## src/rtl/vga_palette_pkg.sv

```systemverilog
`default_nettype none
// ============================================================================
//  Module   : vga_palette_pkg
//  Brief    : Shared types, CGA default palette and channel widening helper.
//  Revision : 1.0
// ============================================================================
package vga_palette_pkg;

    typedef enum logic [1:0] {
        PH_R = 2'd0,
        PH_G = 2'd1,
        PH_B = 2'd2
    } phase_t;

    typedef enum logic {
        ST_INIT = 1'b0,
        ST_RUN  = 1'b1
    } state_t;

    // {R,G,B} at 6 bits per channel, element 15 first
    localparam logic [15:0][17:0] CGA_PALETTE = {
        18'h3FFFF, 18'h3FFD5, 18'h3F57F, 18'h3F555,
        18'h15FFF, 18'h15FD5, 18'h1557F, 18'h15555,
        18'h2AAAA, 18'h2A540, 18'h2A02A, 18'h2A000,
        18'h00AAA, 18'h00A80, 18'h0002A, 18'h00000
    };

    // Left-justified channel widened by cyclic MSB replication (up to 16 bits)
    function automatic logic [15:0] widen(input logic [15:0] ch, input int ch_w, input int out_w);
        logic [15:0] res;
        res = '0;
        for (int i = 0; i < out_w; i++) begin
            res[4'(out_w - 1 - i)] = ch[4'(ch_w - 1 - (i % ch_w))];
        end
        return res;
    endfunction

endpackage
`default_nettype wire

```

## src/rtl/vga_palette_ram.sv

```systemverilog
`default_nettype none
// ============================================================================
//  Module   : vga_palette_ram
//  Brief    : Simple dual-port palette RAM, registered reads, no reset.
//  Revision : 1.0
// ============================================================================
module vga_palette_ram #(
    parameter int ADDR_W = 4,
    parameter int DATA_W = 18
) (
    input  logic              clk,
    input  logic [ADDR_W-1:0] i_a_addr,
    output logic [DATA_W-1:0] o_a_rdata,
    input  logic              i_b_we,
    input  logic              i_b_re,
    input  logic [ADDR_W-1:0] i_b_addr,
    input  logic [DATA_W-1:0] i_b_wdata,
    output logic [DATA_W-1:0] o_b_rdata
);

    logic [DATA_W-1:0] r_mem [2**ADDR_W];
    logic [DATA_W-1:0] r_a_rdata;
    logic [DATA_W-1:0] r_b_rdata;

    always_ff @(posedge clk) begin
        r_a_rdata <= r_mem[i_a_addr];
    end

    // Write has priority over a port-B fetch; the fetch holds its last data
    always_ff @(posedge clk) begin
        if (i_b_we) begin
            r_mem[i_b_addr] <= i_b_wdata;
        end else if (i_b_re) begin
            r_b_rdata <= r_mem[i_b_addr];
        end
    end

    assign o_a_rdata = r_a_rdata;
    assign o_b_rdata = r_b_rdata;

endmodule
`default_nettype wire

```

## src/rtl/vga_palette_dac.sv

```systemverilog
`default_nettype none
// ============================================================================
//  Module   : vga_palette_dac
//  Brief    : Programmable palette lookup with VGA-DAC style host sequencers.
//  Revision : 1.0
// ============================================================================
module vga_palette_dac
    import vga_palette_pkg::*;
#(
    parameter int IDX_W = 4,
    parameter int CH_W  = 6,
    parameter int OUT_W = 7
) (
    input  logic             clk,
    input  logic             reset_n,
    input  logic [IDX_W-1:0] video,
    input  logic             blank,
    output logic [OUT_W-1:0] red,
    output logic [OUT_W-1:0] green,
    output logic [OUT_W-1:0] blue,
    output logic             init_busy,
    input  logic [IDX_W-1:0] pel_mask,
    input  logic             cpu_wr_idx,
    input  logic             cpu_wr_data,
    input  logic             cpu_rd_idx,
    input  logic             cpu_rd_data,
    input  logic [7:0]       cpu_din,
    output logic [CH_W-1:0]  cpu_rdata
);

    localparam int DW = 3 * CH_W;

    state_t           r_state;
    state_t           w_state_nxt;
    logic             w_init_we;
    logic             w_run;
    logic [IDX_W-1:0] r_init_cnt;

    always_ff @(posedge clk or negedge reset_n) begin
        if (!reset_n) r_state <= ST_INIT;
        else          r_state <= w_state_nxt;
    end

    always_comb begin
        w_state_nxt = r_state;
        if (r_state == ST_INIT && r_init_cnt == '1) w_state_nxt = ST_RUN;
    end

    always_comb begin
        w_init_we = 1'b0;
        w_run     = 1'b0;
        case (r_state)
            ST_INIT: w_init_we = 1'b1;
            ST_RUN:  w_run     = 1'b1;
            default: ;
        endcase
    end

    always_ff @(posedge clk or negedge reset_n) begin
        if (!reset_n)       r_init_cnt <= '0;
        else if (w_init_we) r_init_cnt <= r_init_cnt + IDX_W'(1);
    end

    assign init_busy = w_init_we;

    // Entries below 16 take the CGA colours, everything above is black
    logic [IDX_W+3:0] w_init_ext;
    logic             w_init_cga;
    logic [17:0]      w_cga_rgb;
    logic [DW-1:0]    w_init_data;

    assign w_init_ext = {4'b0, r_init_cnt};
    assign w_init_cga = (w_init_ext < (IDX_W + 4)'(16));
    assign w_cga_rgb  = CGA_PALETTE[w_init_ext[3:0]];

    for (genvar c = 0; c < 3; c++) begin : g_init_ch
        logic [CH_W-1:0] w_scaled;
        if (CH_W == 6) begin : g_same
            assign w_scaled = w_cga_rgb[6*c +: 6];
        end else if (CH_W > 6) begin : g_wide
            assign w_scaled = {w_cga_rgb[6*c +: 6], {(CH_W-6){1'b0}}};
        end else begin : g_narrow
            assign w_scaled = w_cga_rgb[6*c+5 -: CH_W];
        end
        assign w_init_data[CH_W*c +: CH_W] = w_init_cga ? w_scaled : '0;
    end

    // Write sequencer
    phase_t           r_wr_ph;
    logic [IDX_W-1:0] r_wr_idx;
    logic [CH_W-1:0]  r_wr_r;
    logic [CH_W-1:0]  r_wr_g;
    logic [CH_W-1:0]  w_din_ch;
    logic             w_commit;
    logic             w_unused_din;

    assign w_din_ch     = cpu_din[CH_W-1:0];
    assign w_unused_din = ^cpu_din;
    assign w_commit     = w_run & cpu_wr_data & ~cpu_wr_idx & (r_wr_ph == PH_B);

    always_ff @(posedge clk or negedge reset_n) begin
        if (!reset_n) begin
            r_wr_ph  <= PH_R;
            r_wr_idx <= '0;
            r_wr_r   <= '0;
            r_wr_g   <= '0;
        end else if (w_run) begin
            if (cpu_wr_idx) begin
                r_wr_idx <= cpu_din[IDX_W-1:0];
                r_wr_ph  <= PH_R;
            end else if (cpu_wr_data) begin
                case (r_wr_ph)
                    PH_R: begin
                        r_wr_r  <= w_din_ch;
                        r_wr_ph <= PH_G;
                    end
                    PH_G: begin
                        r_wr_g  <= w_din_ch;
                        r_wr_ph <= PH_B;
                    end
                    default: begin
                        r_wr_idx <= r_wr_idx + IDX_W'(1);
                        r_wr_ph  <= PH_R;
                    end
                endcase
            end
        end
    end

    // Read sequencer; a fetch stays pending until port B is free of writes
    phase_t           r_rd_ph;
    logic [IDX_W-1:0] r_rd_idx;
    logic             r_fetch_pend;
    logic             r_fetch_done;
    logic [DW-1:0]    r_rd_latch;
    logic             w_b_we;
    logic             w_fetch;
    logic [IDX_W-1:0] w_b_addr;
    logic [DW-1:0]    w_b_wdata;
    logic [DW-1:0]    w_b_rdata;
    logic [DW-1:0]    w_a_rdata;

    assign w_b_we    = w_init_we | w_commit;
    assign w_fetch   = r_fetch_pend & ~w_b_we;
    assign w_b_addr  = w_init_we ? r_init_cnt : (w_commit ? r_wr_idx : r_rd_idx);
    assign w_b_wdata = w_init_we ? w_init_data : {r_wr_r, r_wr_g, w_din_ch};

    always_ff @(posedge clk or negedge reset_n) begin
        if (!reset_n) begin
            r_rd_ph      <= PH_R;
            r_rd_idx     <= '0;
            r_fetch_pend <= 1'b0;
            r_fetch_done <= 1'b0;
            r_rd_latch   <= '0;
        end else begin
            r_fetch_done <= w_fetch;
            if (r_fetch_done) r_rd_latch <= w_b_rdata;
            if (w_fetch) r_fetch_pend <= 1'b0;
            if (w_run) begin
                if (cpu_rd_idx) begin
                    r_rd_idx     <= cpu_din[IDX_W-1:0];
                    r_rd_ph      <= PH_R;
                    r_fetch_pend <= 1'b1;
                end else if (cpu_rd_data) begin
                    case (r_rd_ph)
                        PH_R: r_rd_ph <= PH_G;
                        PH_G: r_rd_ph <= PH_B;
                        default: begin
                            r_rd_idx     <= r_rd_idx + IDX_W'(1);
                            r_rd_ph      <= PH_R;
                            r_fetch_pend <= 1'b1;
                        end
                    endcase
                end
            end
        end
    end

    always_comb begin
        cpu_rdata = r_rd_latch[2*CH_W +: CH_W];
        case (r_rd_ph)
            PH_G:    cpu_rdata = r_rd_latch[CH_W +: CH_W];
            PH_B:    cpu_rdata = r_rd_latch[0 +: CH_W];
            default: ;
        endcase
    end

    vga_palette_ram #(
        .ADDR_W (IDX_W),
        .DATA_W (DW)
    ) u_ram (
        .clk       (clk),
        .i_a_addr  (video & pel_mask),
        .o_a_rdata (w_a_rdata),
        .i_b_we    (w_b_we),
        .i_b_re    (w_fetch),
        .i_b_addr  (w_b_addr),
        .i_b_wdata (w_b_wdata),
        .o_b_rdata (w_b_rdata)
    );

    // Video path: blank and run status travel alongside the RAM read
    logic             r_vid_ok;
    logic [OUT_W-1:0] w_red_wide;
    logic [OUT_W-1:0] w_grn_wide;
    logic [OUT_W-1:0] w_blu_wide;

    assign w_red_wide = OUT_W'(widen(16'(w_a_rdata[2*CH_W +: CH_W]), CH_W, OUT_W));
    assign w_grn_wide = OUT_W'(widen(16'(w_a_rdata[CH_W +: CH_W]), CH_W, OUT_W));
    assign w_blu_wide = OUT_W'(widen(16'(w_a_rdata[0 +: CH_W]), CH_W, OUT_W));

    always_ff @(posedge clk or negedge reset_n) begin
        if (!reset_n) begin
            r_vid_ok <= 1'b0;
            red      <= '0;
            green    <= '0;
            blue     <= '0;
        end else begin
            r_vid_ok <= w_run & ~blank;
            red      <= r_vid_ok ? w_red_wide : '0;
            green    <= r_vid_ok ? w_grn_wide : '0;
            blue     <= r_vid_ok ? w_blu_wide : '0;
        end
    end

endmodule
`default_nettype wire
```

## config.mk

```make
export PLATFORM = sky130hd
export DESIGN_NAME = vga_palette_dac
export DESIGN_NICKNAME = d
export VERILOG_FILES = /design/src/rtl/vga_palette_pkg.sv /design/src/rtl/vga_palette_ram.sv /design/src/rtl/vga_palette_dac.sv
export SDC_FILE = /design/constraint.sdc
export NUM_CORES = 1
export LEC_CHECK = 0
export BUFFER_PORTS_ARGS = -buffer_cell sky130_fd_sc_hd__clkbuf_2
export CORE_MARGIN = 5
export CORE_UTILIZATION = 55
export CTS_CLUSTER_SIZE = 40
export DETAILED_ROUTE_END_ITERATION = 10
export GPL_TIMING_DRIVEN = 0
export HOLD_SLACK_MARGIN = 0.12
export PLACE_DENSITY_LB_ADDON = 0.2
export SYNTH_ARGS = -nofsm -noshare
export SYNTH_HDL_FRONTEND = slang
export SYNTH_SLANG_ARGS = --single-unit
```

## constraint.sdc

```tcl
create_clock -name clk -period 3.35 [get_ports clk]
set_clock_uncertainty 0.05 [all_clocks]
set_input_delay 0.1675 -clock clk [delete_from_list [all_inputs] [get_ports clk]]
set_output_delay 0.1675 -clock clk [all_outputs]
set_load 0.005 [all_outputs]
```

# Word level (Yosys, flattened, before mapping)
# Memory sizes are Yosys's and may differ from the RTL's. A register that Yosys moved wholly into a read port is not among the register bits.
# Index checks and enable logic that the tools add are counted.
[classes]
muxes = 32
n_eq_ne = 7
n_bitwise = 11
n_reduce_logical = 14
addsub = 3
n_lt_le_gt_ge = 2
[op_table]
columns = ["cell", "n"]
rows = [
  ["2-to-1 mux 18 bit", 2],
  ["2-to-1 mux 4 bit", 8],
  ["2-to-1 mux 7 bit", 3],
  ["2-to-1 mux 6 bit", 3],
  ["adder 4 x 1 -> 4 bit, second input constant", 3],
  ["one-hot mux 6 bit (2 select lines)", 1],
  ["< comparator 4 x 5 -> 1 bit, second input constant", 2],
  ["2-to-1 mux 1 bit", 9],
  ["2-to-1 mux 2 bit", 4],
  ["one-hot mux 2 bit (2 select lines)", 2],
  ["AND reduction 4 bit", 2],
  ["AND reduction 2 bit", 3],
  ["AND reduction 3 bit", 2],
  ["bitwise AND 1 bit", 5],
  ["bitwise AND 4 bit", 1],
  ["equality test 2 x 1 -> 1 bit, second input constant", 2],
  ["equality test 2 bit, second input constant", 2],
  ["equality test 4 bit, second input constant", 1],
  ["zero test 2 bit", 2],
  ["!= test 2 x 1 -> 1 bit, second input constant", 2],
  ["inverter 1 bit", 4],
  ["nonzero test 2 bit", 2],
  ["OR reduction 2 bit", 2],
  ["logical AND 1 bit", 1],
  ["bitwise OR 1 bit", 1],
]
[totals]
n_memories = 2
ramBits = 288
romBits = 288
word_cells = 86
regBits = 71
[memory_table]
columns = ["name", "depth", "width", "rd", "rd_clocked_by_memory_dff", "wr", "line_no", "text"]
rows = [
  ["(no name shown)", 16, 18, 1, 0, 0, "vga_palette_dac.sv:74", "assign w_cga_rgb = CGA_PALETTE[w_init_ext[3:0]];"],
  ["u_ram.r_mem", 16, 18, 2, 2, 1, "vga_palette_ram.sv:21", "logic [DATA_W-1:0] r_mem [2**ADDR_W];"],
]

# Logic depth before layout (Yosys ltp)
[logic_depth]
word_depth = 12
ltp_mapped = 8

# Hierarchy
# A second synthesis with hierarchy kept.
[hier_totals]
hier_cells = 947
area_unflattened_um2 = 17174.0
[modules_own_cells]
columns = ["module", "seq_area_each_um2", "area_each_um2", "cells_per_inst", "n_inst"]
rows = [
  ["vga_palette_ram", 9549.2, 13972.2, 656, 1],
  ["vga_palette_dac", 1701.6, 3201.8, 291, 1],
]

# Worst setup path after synthesis
# Ideal clock, no wire load.
[synth_path]
path_kind = "reg2reg"
from = "reg r_wr_ph[0]"
to = "mem u_ram.r_mem[11][0], enable pin"
path_slack_ns = 0.100
required_ns = 2.884
path_stages_with_launch = 6
arrival_time_ns = 2.785
period_less_slack_ns = 3.250
setup_ns = 0.416
path_buffers = 1
path_cell_list = "dfrtp_1 and4bb_4 buf_6 mux2i_2 nor2_1 nor3_1"
[synth_via]
elab_chain_len = 5
elab_cells_between_ends = 7
cone_classes = "eq/ne (1); mux (4); bitwise (2)"
[synth_rtl]
columns = ["element", "line_no", "text"]
rows = [
  ["start, declared", "vga_palette_dac.sv:89", "phase_t r_wr_ph;"],
  ["start signal, assigned", "vga_palette_dac.sv:103", "r_wr_ph <= PH_R;"],
  ["start signal, assigned", "vga_palette_dac.sv:110", "r_wr_ph <= PH_R;"],
  ["start signal, assigned", "vga_palette_dac.sv:115", "r_wr_ph <= PH_G;"],
  ["equality test 2 bit (*)", "vga_palette_dac.sv:99", "assign w_commit = w_run & cpu_wr_data & ~cpu_wr_idx & (r_wr_ph == PH_B);"],
  ["bitwise AND 1 bit (*)", "vga_palette_dac.sv:99", ""],
  ["bitwise OR 1 bit", "vga_palette_dac.sv:143", "assign w_b_we = w_init_we | w_commit;"],
  ["2-to-1 mux 1 bit", "vga_palette_ram.sv:31", "if (i_b_we) begin"],
  ["2-to-1 mux 1 bit (implied by the code)", "vga_palette_ram.sv:32", "r_mem[i_b_addr] <= i_b_wdata;"],
  ["end, declared", "vga_palette_ram.sv:21", ""],
]
# Every way passes the cells marked *; elsewhere a longest branch is shown, timed or not.

# Worst setup path after layout
[layout_path]
from = "reg r_wr_ph[0]"
to = "reg u_ram.r_b_rdata[1], in the netlist u_ram.o_b_rdata[1] (read register of u_ram.r_mem), data pin"
[layout_via]
elab_chain_len = 6
elab_cells_between_ends = 8
cone_classes = "eq/ne (1); mux (2); bitwise (4); reduce/logical (1)"
[layout_rtl]
columns = ["element", "line_no", "text"]
rows = [
  ["equality test 2 bit (*)", "vga_palette_dac.sv:99", ""],
  ["bitwise AND 1 bit (*)", "vga_palette_dac.sv:99", ""],
  ["bitwise OR 1 bit", "vga_palette_dac.sv:143", ""],
  ["inverter 1 bit (no line)", "-", ""],
  ["bitwise AND 1 bit", "vga_palette_dac.sv:144", "assign w_fetch = r_fetch_pend & ~w_b_we;"],
  ["AND reduction 2 bit (no line)", "-", ""],
  ["end, declared", "vga_palette_ram.sv:23", "logic [DATA_W-1:0] r_b_rdata;"],
]
# Marks and branches as above.
# A chain may end at the register's enable or synchronous reset.

==> flow_metrics.env <==
export IMPL_fmax_ghz=0.310
export IMPL_critPathSlowestCell="or4_1"
export IMPL_ios=51
export IMPL_slew_headroom_pct=7.67
export IMPL_fin_cells=1671
export IMPL_cp_common_cell="mux2i_1"
export IMPL_grt_max_degree=57
export IMPL_antenna_left=0
export IMPL_htreeDepth=2
export IMPL_die_area_mm2=0.0354
export IMPL_slowest_delay_ns=0.61
export IMPL_wl_per_cell_um=26.5
export IMPL_rsz0062_at_grt="false"
export IMPL_viasPerCell=6.40
export IMPL_syn_avg_cell_area_um2=15.7
export IMPL_crit_required_ns=3.55
export IMPL_worst_slew_pin_slew_ns=1.38
export IMPL_final_core_util_pct=63.6
export IMPL_dpl_cell_count=1582
export IMPL_ys_async_sr_fraction_pct=17.3
export IMPL_cap_violations=0
export IMPL_via_count=10700
export IMPL_grt_overflow=0
export IMPL_numCtsBuffers=42
export IMPL_row_count=65
export IMPL_place_area_mm2=0.0185
export IMPL_syn_inst=1114
export IMPL_drtPass1Iterations=6
export IMPL_grtUsageTotal_pct=25.0
export IMPL_period_share_pct=96.4
export IMPL_drt_iter0_markers=1121
export IMPL_start_kind="flip-flop"
export IMPL_worstHoldPathType="input port to async pin"
export IMPL_ys_ff_latch=392
export IMPL_layout_commonest_cell="edfxtp_1"
export IMPL_setup_viol=0
export IMPL_synth_edf_count=306
export IMPL_cts_sinks=392
export IMPL_arrival_ns=3.43
export IMPL_final_nets=1269
export IMPL_fin_area_mm2=0.0200
export IMPL_start_util_pct=55.5
export IMPL_finalHoldViolCount=0
export IMPL_cp_num_buf_inv=3
export IMPL_layout_common_cells="edfxtp_1 (306), mux2i_1 (153), nand2_1 (78), o22ai_1 (75), mux4_2 (72)"
export IMPL_status="finished clean"
export IMPL_synth_area_mm2=0.0175
export IMPL_clk_pin_slew_ns=0.06
export IMPL_port_buffers=47
export IMPL_ys_types=47
export IMPL_remaining_drc_errors=0
export IMPL_totalWireLength_um=44300
export IMPL_coreArea_mm2=0.0315
export IMPL_grt_antenna_before_repair=0
export IMPL_ys_warn_count=0
export IMPL_grt_first_pass_wirelength_um=66900
export IMPL_drive_above_1_share_pct=23.9
export IMPL_syn_nets=1145
export IMPL_crit_family="simple AND/OR/NAND/NOR gates"
export IMPL_cts_tree="built"
export IMPL_fin_setup_tns_ns=0
export IMPL_clk_path_buf_depth=3
export IMPL_antenna_cells=0
export IMPL_peakVddDrop_uv=321
export IMPL_power_density_mw_per_mm2=611
export IMPL_ys_seq_area_share_pct=64.5
export IMPL_path_max_fanout=10
export IMPL_root_buffer="clkbuf_16"
export IMPL_slew_viol_final=0
export IMPL_area_delta_synth_final_pct=14.7
export IMPL_die_w_um=188
export IMPL_crit_type="flip-flop to flip-flop"
export IMPL_hpwl_um=31400
export IMPL_worstSetupEndpointType="flip-flop"
export IMPL_place_congestion=0.882
export IMPL_synthFlopType="edfxtp_1"
export IMPL_fp_dieH_um=188
export IMPL_period_minus_slack_ns=3.23
export IMPL_insertion_delay_ns=0.53
export IMPL_power_leakage_nw=7.33
export IMPL_path_cells="and4bb_4 > mux2i_1 > buf_2 > clkbuf_4 > buf_4 > mux2i_1 > o22ai_1 > or4_1"
export IMPL_grt_pass1_vias=10800
## sequential cells by signal, indices dropped and copies added, names as in the netlist, 6 cells and up
name	cells
u_ram.r_mem	288
r_rd_latch	18
u_ram.o_a_rdata	18
u_ram.o_b_rdata	18
blue	6
green	6
r_wr_g	6
r_wr_r	6
red	6
## layer usage
metal	vias up	global-route usage (%)	wire length [µm]
met5	-	0	0
met4	0	5.42	945
met3	75	6.61	4350
met2	526	39.8	20600
met1	5421	35.3	18400
li1	4666	-	-
## Yosys cell counts, types with 20 or more instances
cell	count	area [µm²]
mux2i_1	153	1530
o22ai_1	75	469
clkbuf_1	29	109
buf_2	24	120
edfxtp_1	306	9190
dfrtp_1	68	1700
a21oi_1	20	100
nand2_1	78	293
nor2_1	29	109
mux2_2	31	349
and2_1	37	231
mux4_2	72	1620
## worst min-delay path: stages
cell and delay (ns):
dlygate4sd3_1 0.52, clkbuf_4 0.16, buf_16 0.26
## power by group
group	total [mW]	leakage, nW	internal (mW)	switching, mW
clock network	4.34	0.630	2.51	1.83
logic	2.07	2.94	0.789	1.28
registers	5.82	3.76	5.69	0.135
total	12.2	7.33	8.99	3.25
## cell type report
class	count	area (µm²)
buffer	69	364
clock buffer	56	1200
clock inverter	19	105
fill	2231	11500
inverter	17	63.8
multi-input combinational	636	5890
sequential	392	11300
tap	402	503
timing repair buffer	80	641
## stage by stage
stage | hold slack (ns) | setup slack, ns | power [mW]
2_1_floorplan | -0.178 | 0.0996 | 7.16
4_1_cts | 0.131 | 0.0433 | 12.3
3_3_place_gp | 0.270 | -1.30 | 7.85
3_5_place_dp | 0.0142 | -0.0322 | 7.92
6_report | 0.132 | 0.122 | 12.2
5_1_grt | 0.172 | 0.0248 | 12.7
## cells by family after synthesis
kind of cell | after synthesis | share of synthesized area (%)
buf+inv | 86 | 2.30
xor+xnor | 3 | 0.151
compound gates | 168 | 6.55
flops | 392 | 64.5
fa+ha+maj | 8 | 0.574
mux | 259 | 20.3
simple gates | 198 | 5.66
## final timing paths
path                                             from                            to  slack, ns  cells after the start
max                            r_wr_ph[0]$_DFFE_PN0P_  u_ram.o_b_rdata[1]$_DFFE_PP_       0.12                      8
min                                           reset_n       r_rd_idx[2]$_DFFE_PN0P_       0.13                      3
max reg2reg                    r_wr_ph[0]$_DFFE_PN0P_  u_ram.o_b_rdata[1]$_DFFE_PP_       0.12                      8
min reg2reg                u_ram.o_a_rdata[8]$_DFF_P_            green[3]$_DFF_PN0_       0.38                      1
max in group asynchronous                     reset_n     r_init_cnt[3]$_DFFE_PN0N_       2.15                      3
min in group clk                           cpu_wr_idx        r_wr_ph[0]$_DFFE_PN0P_       0.16                      3
## what timing repair did
action,in CTS,in global routing
pin swaps,0,0
hold buffers,13,0
hold endpoints to repair,92,0
gates resized for setup,6,4
setup buffers,0,0
endpoints found under the setup margin,6,22
No activity file was read; power rests on OpenSTA's default activity.
